File: config.mk
export PLATFORM = sky130hd
export DESIGN_NAME = coin_sense
export DESIGN_NICKNAME = d
export VERILOG_FILES = /design/src/rtl/soda_pkg.sv /design/src/rtl/coin_debounce.sv /design/src/rtl/coin_sense.sv
export SDC_FILE = /design/constraint.sdc
export NUM_CORES = 1
export LEC_CHECK = 0
export ABC_AREA = 1
export CORE_MARGIN = 3
export CORE_UTILIZATION = 50
export CTS_CLUSTER_SIZE = 10
export DETAILED_ROUTE_END_ITERATION = 12
export PLACE_DENSITY = 0.72
export RECOVER_POWER = 25
export SYNTH_ARGS = -nofsm -noshare
export SYNTH_HDL_FRONTEND = slang
export SYNTH_SLANG_ARGS = --single-unit
File: constraint.sdc
create_clock -name clk -period 2.37 [get_ports clk]
set_input_delay 0.237 -clock clk [delete_from_list [all_inputs] [get_ports clk]]
set_output_delay 0.237 -clock clk [all_outputs]
set_load 0.05 [all_outputs]
File: src/rtl/soda_pkg.sv
// Shared definitions for the soda vending machine: coin codes seen by the
// vending FSM and a small helper used by the coin front end.
package soda_pkg;

  typedef logic [2:0] coin_t;

  localparam coin_t COIN_NICKEL  = 3'b100;
  localparam coin_t COIN_DIME    = 3'b010;
  localparam coin_t COIN_QUARTER = 3'b001;
  localparam coin_t COIN_NONE    = 3'b000;

  // Number of rise events flagged in one cycle (0..3).
  function automatic logic [1:0] count_events(input logic [2:0] ev);
    return {1'b0, ev[0]} + {1'b0, ev[1]} + {1'b0, ev[2]};
  endfunction

endpackage

File: src/rtl/coin_debounce.sv
// One coin-chute line: two-flop synchronizer, consecutive-cycle debouncer and
// a registered single-cycle flag on each accepted 0->1 transition.
module coin_debounce #(
  parameter int DEBOUNCE_CYCLES = 4
) (
  input  logic clk,
  input  logic rst,
  input  logic raw,
  output logic rise
);

  localparam int CW = (DEBOUNCE_CYCLES > 1) ? $clog2(DEBOUNCE_CYCLES) : 1;
  localparam logic [CW-1:0] CNT_LAST = CW'(DEBOUNCE_CYCLES - 1);

  logic          sync1_q, sync1_d;
  logic          sync2_q, sync2_d;
  logic          deb_q, deb_d;
  logic [CW-1:0] cnt_q, cnt_d;
  logic          rise_q, rise_d;

  // Synchronizer, debounce counter and rise flag next-state.
  always_comb begin
    sync1_d = raw;
    sync2_d = sync1_q;
    deb_d   = deb_q;
    cnt_d   = {CW{1'b0}};
    if (sync2_q != deb_q) begin
      if (cnt_q == CNT_LAST) begin
        deb_d = sync2_q;
        cnt_d = {CW{1'b0}};
      end else begin
        cnt_d = cnt_q + CW'(1);
      end
    end else begin
      cnt_d = {CW{1'b0}};
    end
    rise_d = deb_d & ~deb_q;
  end

  // State registers.
  always_ff @(posedge clk or posedge rst) begin
    if (rst) begin
      sync1_q <= 1'b0;
      sync2_q <= 1'b0;
      deb_q   <= 1'b0;
      cnt_q   <= {CW{1'b0}};
      rise_q  <= 1'b0;
    end else begin
      sync1_q <= sync1_d;
      sync2_q <= sync2_d;
      deb_q   <= deb_d;
      cnt_q   <= cnt_d;
      rise_q  <= rise_d;
    end
  end

  assign rise = rise_q;

endmodule

File: src/rtl/coin_sense.sv
// Coin front end: debounces the three chute sensors, queues accepted coins and
// hands them to the vending FSM one per cycle as one-hot codes.
module coin_sense
  import soda_pkg::*;
#(
  parameter int DEBOUNCE_CYCLES = 4,
  parameter int FIFO_DEPTH      = 4
) (
  input  logic                                clk,
  input  logic                                rst,
  input  logic                                nickel_raw,
  input  logic                                dime_raw,
  input  logic                                quarter_raw,
  input  logic                                coin_inhibit,
  output logic [2:0]                          coin,
  output logic                                reject,
  output logic [$clog2(FIFO_DEPTH+1)-1:0]     fifo_level
);

  localparam int LW = $clog2(FIFO_DEPTH + 1);
  localparam int PW = $clog2(FIFO_DEPTH);

  logic [2:0]    ev_s;
  logic [1:0]    n_ev_s;
  logic          pop_s, push_s, full_s;

  coin_t         mem_q [FIFO_DEPTH];
  coin_t         mem_d [FIFO_DEPTH];
  logic [PW-1:0] wr_ptr_q, wr_ptr_d;
  logic [PW-1:0] rd_ptr_q, rd_ptr_d;
  logic [LW-1:0] level_q, level_d;
  coin_t         coin_q, coin_d;
  logic          reject_q, reject_d;

  // Event bit order matches the one-hot coin code, so a lone event is its own code.
  coin_debounce #(.DEBOUNCE_CYCLES(DEBOUNCE_CYCLES)) u_nickel (
    .clk(clk), .rst(rst), .raw(nickel_raw), .rise(ev_s[2])
  );
  coin_debounce #(.DEBOUNCE_CYCLES(DEBOUNCE_CYCLES)) u_dime (
    .clk(clk), .rst(rst), .raw(dime_raw), .rise(ev_s[1])
  );
  coin_debounce #(.DEBOUNCE_CYCLES(DEBOUNCE_CYCLES)) u_quarter (
    .clk(clk), .rst(rst), .raw(quarter_raw), .rise(ev_s[0])
  );

  // Arbitration, queue bookkeeping and output selection.
  always_comb begin
    n_ev_s   = count_events(ev_s);
    full_s   = (level_q == LW'(FIFO_DEPTH));
    pop_s    = (level_q != {LW{1'b0}}) && !coin_inhibit;
    push_s   = (n_ev_s == 2'd1) && (!full_s || pop_s);
    reject_d = (n_ev_s >= 2'd2) || ((n_ev_s == 2'd1) && full_s && !pop_s);
    mem_d    = mem_q;
    if (push_s) begin
      mem_d[wr_ptr_q] = ev_s;
      wr_ptr_d        = wr_ptr_q + PW'(1);
    end else begin
      wr_ptr_d = wr_ptr_q;
    end
    if (pop_s) begin
      coin_d   = mem_q[rd_ptr_q];
      rd_ptr_d = rd_ptr_q + PW'(1);
    end else begin
      coin_d   = COIN_NONE;
      rd_ptr_d = rd_ptr_q;
    end
    case ({push_s, pop_s})
      2'b10:   level_d = level_q + LW'(1);
      2'b01:   level_d = level_q - LW'(1);
      default: level_d = level_q;
    endcase
  end

  // Queue storage, pointers and registered outputs.
  always_ff @(posedge clk or posedge rst) begin
    if (rst) begin
      for (int i = 0; i < FIFO_DEPTH; i++) begin
        mem_q[i] <= COIN_NONE;
      end
      wr_ptr_q <= {PW{1'b0}};
      rd_ptr_q <= {PW{1'b0}};
      level_q  <= {LW{1'b0}};
      coin_q   <= COIN_NONE;
      reject_q <= 1'b0;
    end else begin
      mem_q    <= mem_d;
      wr_ptr_q <= wr_ptr_d;
      rd_ptr_q <= rd_ptr_d;
      level_q  <= level_d;
      coin_q   <= coin_d;
      reject_q <= reject_d;
    end
  end

  assign coin       = coin_q;
  assign reject     = reject_q;
  assign fifo_level = level_q;

endmodule

# Yosys cells after proc, flatten, opt, wreduce, memory -nomap -nowiden

Cells that the tools add are included.

Add/sub/neg operators: 9
Magnitude comparators: 4
Eq/ne operators: 10
Muxes and demuxes: 20
Bitwise gates (word level): 8
Reductions and logical operators: 12

Operator list:

| kind                                                        | count |
|---|---|
| bitwise mux 12 bit                                          | 1 |
| two-way mux 2 bit                                           | 6 |
| two-way mux 3 bit                                           | 4 |
| adder 2 x 1 -> 2 bit (second input constant)                | 5 |
| equality test 2 bit (second input constant)                 | 4 |
| binary-select mux 3 bit (select 2 bit)                      | 1 |
| demux 3 bit (select 2 bit)                                  | 1 |
| >= comparator 3 bit (second input constant)                 | 2 |
| two-way mux 1 bit                                           | 6 |
| NOT 2 -> 3 bit                                              | 2 |
| one-hot mux 3 bit (2 select lines)                          | 1 |
| logical AND 1 bit                                           | 5 |
| equality test 2 x 1 -> 1 bit (second input constant)        | 2 |
| adder 3 x 1 -> 3 bit (second input constant)                | 1 |
| AND 1 bit                                                   | 3 |
| equality test 3 bit (second input constant)                 | 1 |
| logical NOT 1 bit                                           | 3 |
| less-than comparator 3 x 1 -> 1 bit (second input constant) | 1 |
| inequality test 1 bit                                       | 3 |
| NOT 1 bit                                                   | 3 |
| nonzero test 3 bit                                          | 1 |
| subtractor 3 x 1 -> 3 bit (second input constant)           | 1 |
| adder 1 x 1 -> 2 bit                                        | 1 |
| adder 2 x 1 -> 2 bit                                        | 1 |
| other kinds (3)                                             | 4 |

Bits in registers: 41
Input port bits: 6
Output and inout bits: 7
Logic and storage cells: 87

# Depth between registers and ports, before layout

Depth after elaboration: 6
Depth in mapped cells: 11

# Cells and area by module

A second synthesis with hierarchy kept.

Cells, all modules: 214
Area, all modules: 1914.3 um^2

By module, submodules not included:

| module        | times used | cells an instance | area each (um^2) | sequential area each (um^2) |
|---|---|---|---|---|
| coin_sense    | 1          | 154               | 1268.7           | 575.6 |
| coin_debounce | 3          | 20                | 215.2            | 150.1 |

# Worst setup path after synthesis

Ideal clock, no wire load.

Path kind: flip-flop to flip-flop
Start point: register u_nickel.rise_q (netlist: u_nickel.rise)
End point: register level_q[2] (netlist: fifo_level[2])
Library setup time: 0.065 ns
Data arrival time: 2.305 ns
Required time: 2.305 ns
Slack: 0.000 ns
Cell stages (with the launch flop): 11
Path through: dfrtp_1 > inv_1 > fa_1 > nor2_8 > nand2_2 > ha_1 > fa_1 > or2_2 > nand3_1 > nand2_1 > nand2_1

Word-level cells in the longest chain between the ends: 5
Elaborated cells between the ends (all ways): 7
Those cells by class: add/sub: 1; eq/ne: 3; mux: 1; reduce/logical: 2

RTL lines:

| element                                                                  | RTL line            | RTL |
|---|---|---|
| from (decl)                                                              | coin_debounce.sv:19 | `logic rise_q, rise_d;` |
| from (signal assigned)                                                   | coin_debounce.sv:53 | `rise_q <= rise_d;` |
| adder 2 x 1 -> 2 bit (*)                                                 | soda_pkg.sv:14      | `return {1'b0, ev[0]} + {1'b0, ev[1]} + {1'b0, ev[2]};` |
| equality test 2 x 1 -> 1 bit (*)                                         | coin_sense.sv:51    | `push_s = (n_ev_s == 2'd1) && (!full_s \|\| pop_s);` |
| logical AND 1 bit (*)                                                    | coin_sense.sv:51    |  |
| equality test 2 x 1 -> 1 bit or equality test 2 bit (tied branches)      | coin_sense.sv:67    | `case ({push_s, pop_s})` |
| one-hot mux 3 bit (2 select lines) or nonzero test 2 bit (tied branches) | -                   |  |
| to (signal assigned)                                                     | coin_sense.sv:82    | `level_q <= {LW{1'b0}};` |
| to (signal assigned)                                                     | coin_sense.sv:89    | `level_q <= level_d;` |
| to (decl)                                                                | coin_sense.sv:31    | `logic [LW-1:0] level_q, level_d;` |

Mark *: on every way between the ends. The rest lies on a longest branch, timed or not.
A chain may end at the register's enable or synchronous reset.

# Worst setup path after layout

Start point: register u_quarter.rise_q (netlist: u_quarter.rise)
End point: register level_q[2] (netlist: fifo_level[2])

Word-level cells in the longest chain between the ends: 6
Elaborated cells between the ends (all ways): 8
Those cells by class: add/sub: 2; eq/ne: 3; mux: 1; reduce/logical: 2

RTL lines:

| element                                                                  | RTL line |
|---|---|
| from (decl)                                                              | coin_debounce.sv:19 |
| from (signal assigned)                                                   | coin_debounce.sv:53 |
| adder 1 x 1 -> 2 bit (*)                                                 | soda_pkg.sv:14 |
| adder 2 x 1 -> 2 bit (*)                                                 | soda_pkg.sv:14 |
| equality test 2 x 1 -> 1 bit (*)                                         | coin_sense.sv:51 |
| logical AND 1 bit (*)                                                    | coin_sense.sv:51 |
| equality test 2 x 1 -> 1 bit or equality test 2 bit (tied branches)      | coin_sense.sv:67 |
| one-hot mux 3 bit (2 select lines) or nonzero test 2 bit (tied branches) | - |

Marks and branches as above.

==> flow_summary_export.csv <==
group,metric,value,unit
status,outcome,"completed",
layout,final_cell_mix,"nand2_1, dfrtp_1, inv_1, nand3_1, nand4_1",
global_route,grt_max_degree,42,
sta,max_slew_margin,0.351,
sta,setup_viol,0,
yosys,ys_seq_area_frac,0.553,
clock_network,htreeDepth,2,
yosys,ys_warn_count,0,
routing,detail-route-antenna-nets,0,
die,floorplan.initialDensity,0.535,
clock_network,worstSkewPairLatency,0.30,ns
power,p_per_area,1170,nW/um2
clock_network,cts-root-buf,"clkbuf_8",
sta,drv_slew,0,
yosys,syn-num-nets,215,
placement,dp_hpwl,2.33,mm
sta,period_needed,2.25,ns
min_path,hold_class,"flip-flop to flip-flop",
sta,finClkSkew,0.00585,ns
die,core_area,3470,um2
sta,timing.final.crit_share,0.951,
power,leakage,1.11,nW
layout,fill_cells,307,
die,num_rows,21,
global_route,antenna_found_initial,0,
layout,nets,237,
clock_network,cts.sinks,41,
yosys,syn_area,1860,um2
setup_path,reg2regPathDepth,10,
power,vdd_drop_max,603,uV
sta,hold_viol,0,
layout,seqCellArea,1030,um2
layout,n_antenna_cell,0,
global_route,grt_pass1_vias,1388,
setup_path,required,2.61,ns
min_path,holdPathEnd,"u_dime.sync2_q",
clock_network,numCtsBuffers,5,
yosys,syn_inst,199,
setup_path,critPathMaxFanout,3,
setup_path,criticalPathCategory,"flip-flop to flip-flop",
yosys,ys_types,19,
placement,gp_congestion,0.828,
placement,placed_cell_area,2050,um2
placement,place.port_buffers,12,
die,dieArea,4480,um2
job,cap_violations,0,
sta,hold_ws,0.353,ns
layout,area_growth_syn_to_layout,17.7,%
setup_path,setup.worst_path.start,"u_quarter.rise",
sta,fmax,0.444,GHz
clock_network,cts_tree,"yes",
global_route,track_usage,0.176,
layout,drive_gt1_frac,0.0991,
routing,vias,1356,
die,die_h,66.9,um
clock_network,clk_path_buf_depth,2,
min_path,hold_path_depth,0,
yosys,avgSynthCellArea,9.33,um2
routing,wl_per_cell,12.1,um
routing,drt_iter0_markers,62,
routing,routed_wl,3.25,mm
min_path,holdCritStartpoint,"u_dime.sync1_q",
setup_path,worstSetupEndpointType,"flip-flop",
die,die_x,66.9,um
layout,finalNonFillerCells,268,
die,ios,13,
clock_network,clkSlewWorstSetupHoldPaths,0.08,ns
global_route,grt.overflow.total,0,
routing,drc,0,
power,finalPower,0.00255,W
setup_path,r2r_start,"u_quarter.rise",
layout,multi_input_area,684,um2
global_route,grt_pass1_wl,5.80,mm
clock_network,cts_setup_buffers,0,
layout,layout_commonest_cell,"nand2_1",
routing,vias_per_cell,5.06,
layout,stdcell_area,2180,um2
setup_path,rrSetupSlack,0.12,ns
setup_path,r2r-end,"fifo_level[2]",
setup_path,cp-start-kind,"flip-flop",
sta,tightest_slew,0.974,ns
placement,dpl.cell_count,260,
yosys,synth-seq-cells,41,
routing,dr.pass1.iters,4,
setup_path,critical_path_arrival,2.49,ns
## cells in the mapped netlist
master | instances | share of area
nand2_1 | 57 | 0.12
nor2_8 | 1 | 0.011
nand2_2 | 1 | 0.0034
nor2_2 | 1 | 0.0034
nor2_1 | 3 | 0.0061
nor3_1 | 6 | 0.016
buf_4 | 1 | 0.0040
or2_2 | 1 | 0.0034
nand4_1 | 13 | 0.044
fa_1 | 2 | 0.022
xnor2_1 | 5 | 0.024
buf_2 | 1 | 0.0027
dfrtp_1 | 41 | 0.55
ha_1 | 8 | 0.054
inv_1 | 35 | 0.071
nand3_1 | 13 | 0.035
buf_6 | 2 | 0.012
a21oi_1 | 3 | 0.0081
o21ai_0 | 5 | 0.013
## sequential cells by signal, summed over array words and instances (netlist names), 2 cells and up
| name | flops |
|---|---|
| coin | 3 |
| fifo_level | 3 |
| mem_q | 12 |
| rd_ptr_q | 2 |
| u_dime.cnt_q | 2 |
| u_nickel.cnt_q | 2 |
| u_quarter.cnt_q | 2 |
| wr_ptr_q | 2 |
## power breakdown
part           total [W]  switching [W]  internal [W]
clock network   0.000563       0.000248      0.000315
logic           0.000958       0.000586      0.000372
registers        0.00103       0.000153      0.000874
total            0.00255       0.000987       0.00156
## kinds of logic after synthesis
| kind of cell | Yosys count | synth area share |
|---|---|---|
| adders and majority gates | 10 | 0.0755 |
| xor gates and xnor gates | 5 | 0.0236 |
| AOI/OAI and AO/OA | 8 | 0.0216 |
| DFF | 41 | 0.553 |
| buffers and inverters | 39 | 0.0896 |
| and+or+nand+nor | 96 | 0.237 |
## routing by layer
metal,GRT usage,share of wire,wire (um),vias up
met5,0,0,0,-
met4,0.0759,0.019,61,0
met3,0.0506,0.040,131,4
met2,0.317,0.54,1760,26
met1,0.189,0.40,1300,663
li1,-,-,-,663
## worst max-delay path by stage
stage | endpoint | slack, ns | depth (start not counted)
final | fifo_level[2] | 0.12 | 10
after global routing | fifo_level[2] | -0.006 | 10
after CTS | fifo_level[2] | 0.05 | 9
after detailed placement | fifo_level[2] | 0.07 | 9
after global placement | fifo_level[2] | 0.15 | 9
after floorplan | fifo_level[2] | 0.06 | 10
## metrics by stage
stage	util	TNS, ns	worst slack [ns]
floorplan	-	0	0.0554
global placement	0.592	0	0.148
detailed placement	0.592	0	0.0653
CTS	0.626	0	0.0493
global route	0.630	-0.00641	-0.00641
finish	0.630	0	0.117
## timing repair
item                       4_1_cts  5_1_grt
hold buffers                     0        0
gates resized for setup          0        4
setup endpoints to repair        0        1
## final cells by class
class | instances | share of cell area
tap | 46 | 0.0263
clock buffer | 5 | 0.0315
multi-input combinational | 119 | 0.313
inverter | 35 | 0.0601
sequential | 41 | 0.470
clock inverter | 3 | 0.0212
timing repair buffer | 19 | 0.0779
## critical path, cell delays in order, from the launching register on
cell     delay [ns]
dfrtp_1        0.40
inv_2          0.07
fa_2           0.48
nor2_8         0.15
nand2_4        0.08
ha_4           0.18
fa_1           0.37
or2_2          0.30
nand3_1        0.07
nand2_1        0.05
nand2_1        0.06
(Power assumes the default switching activity.)
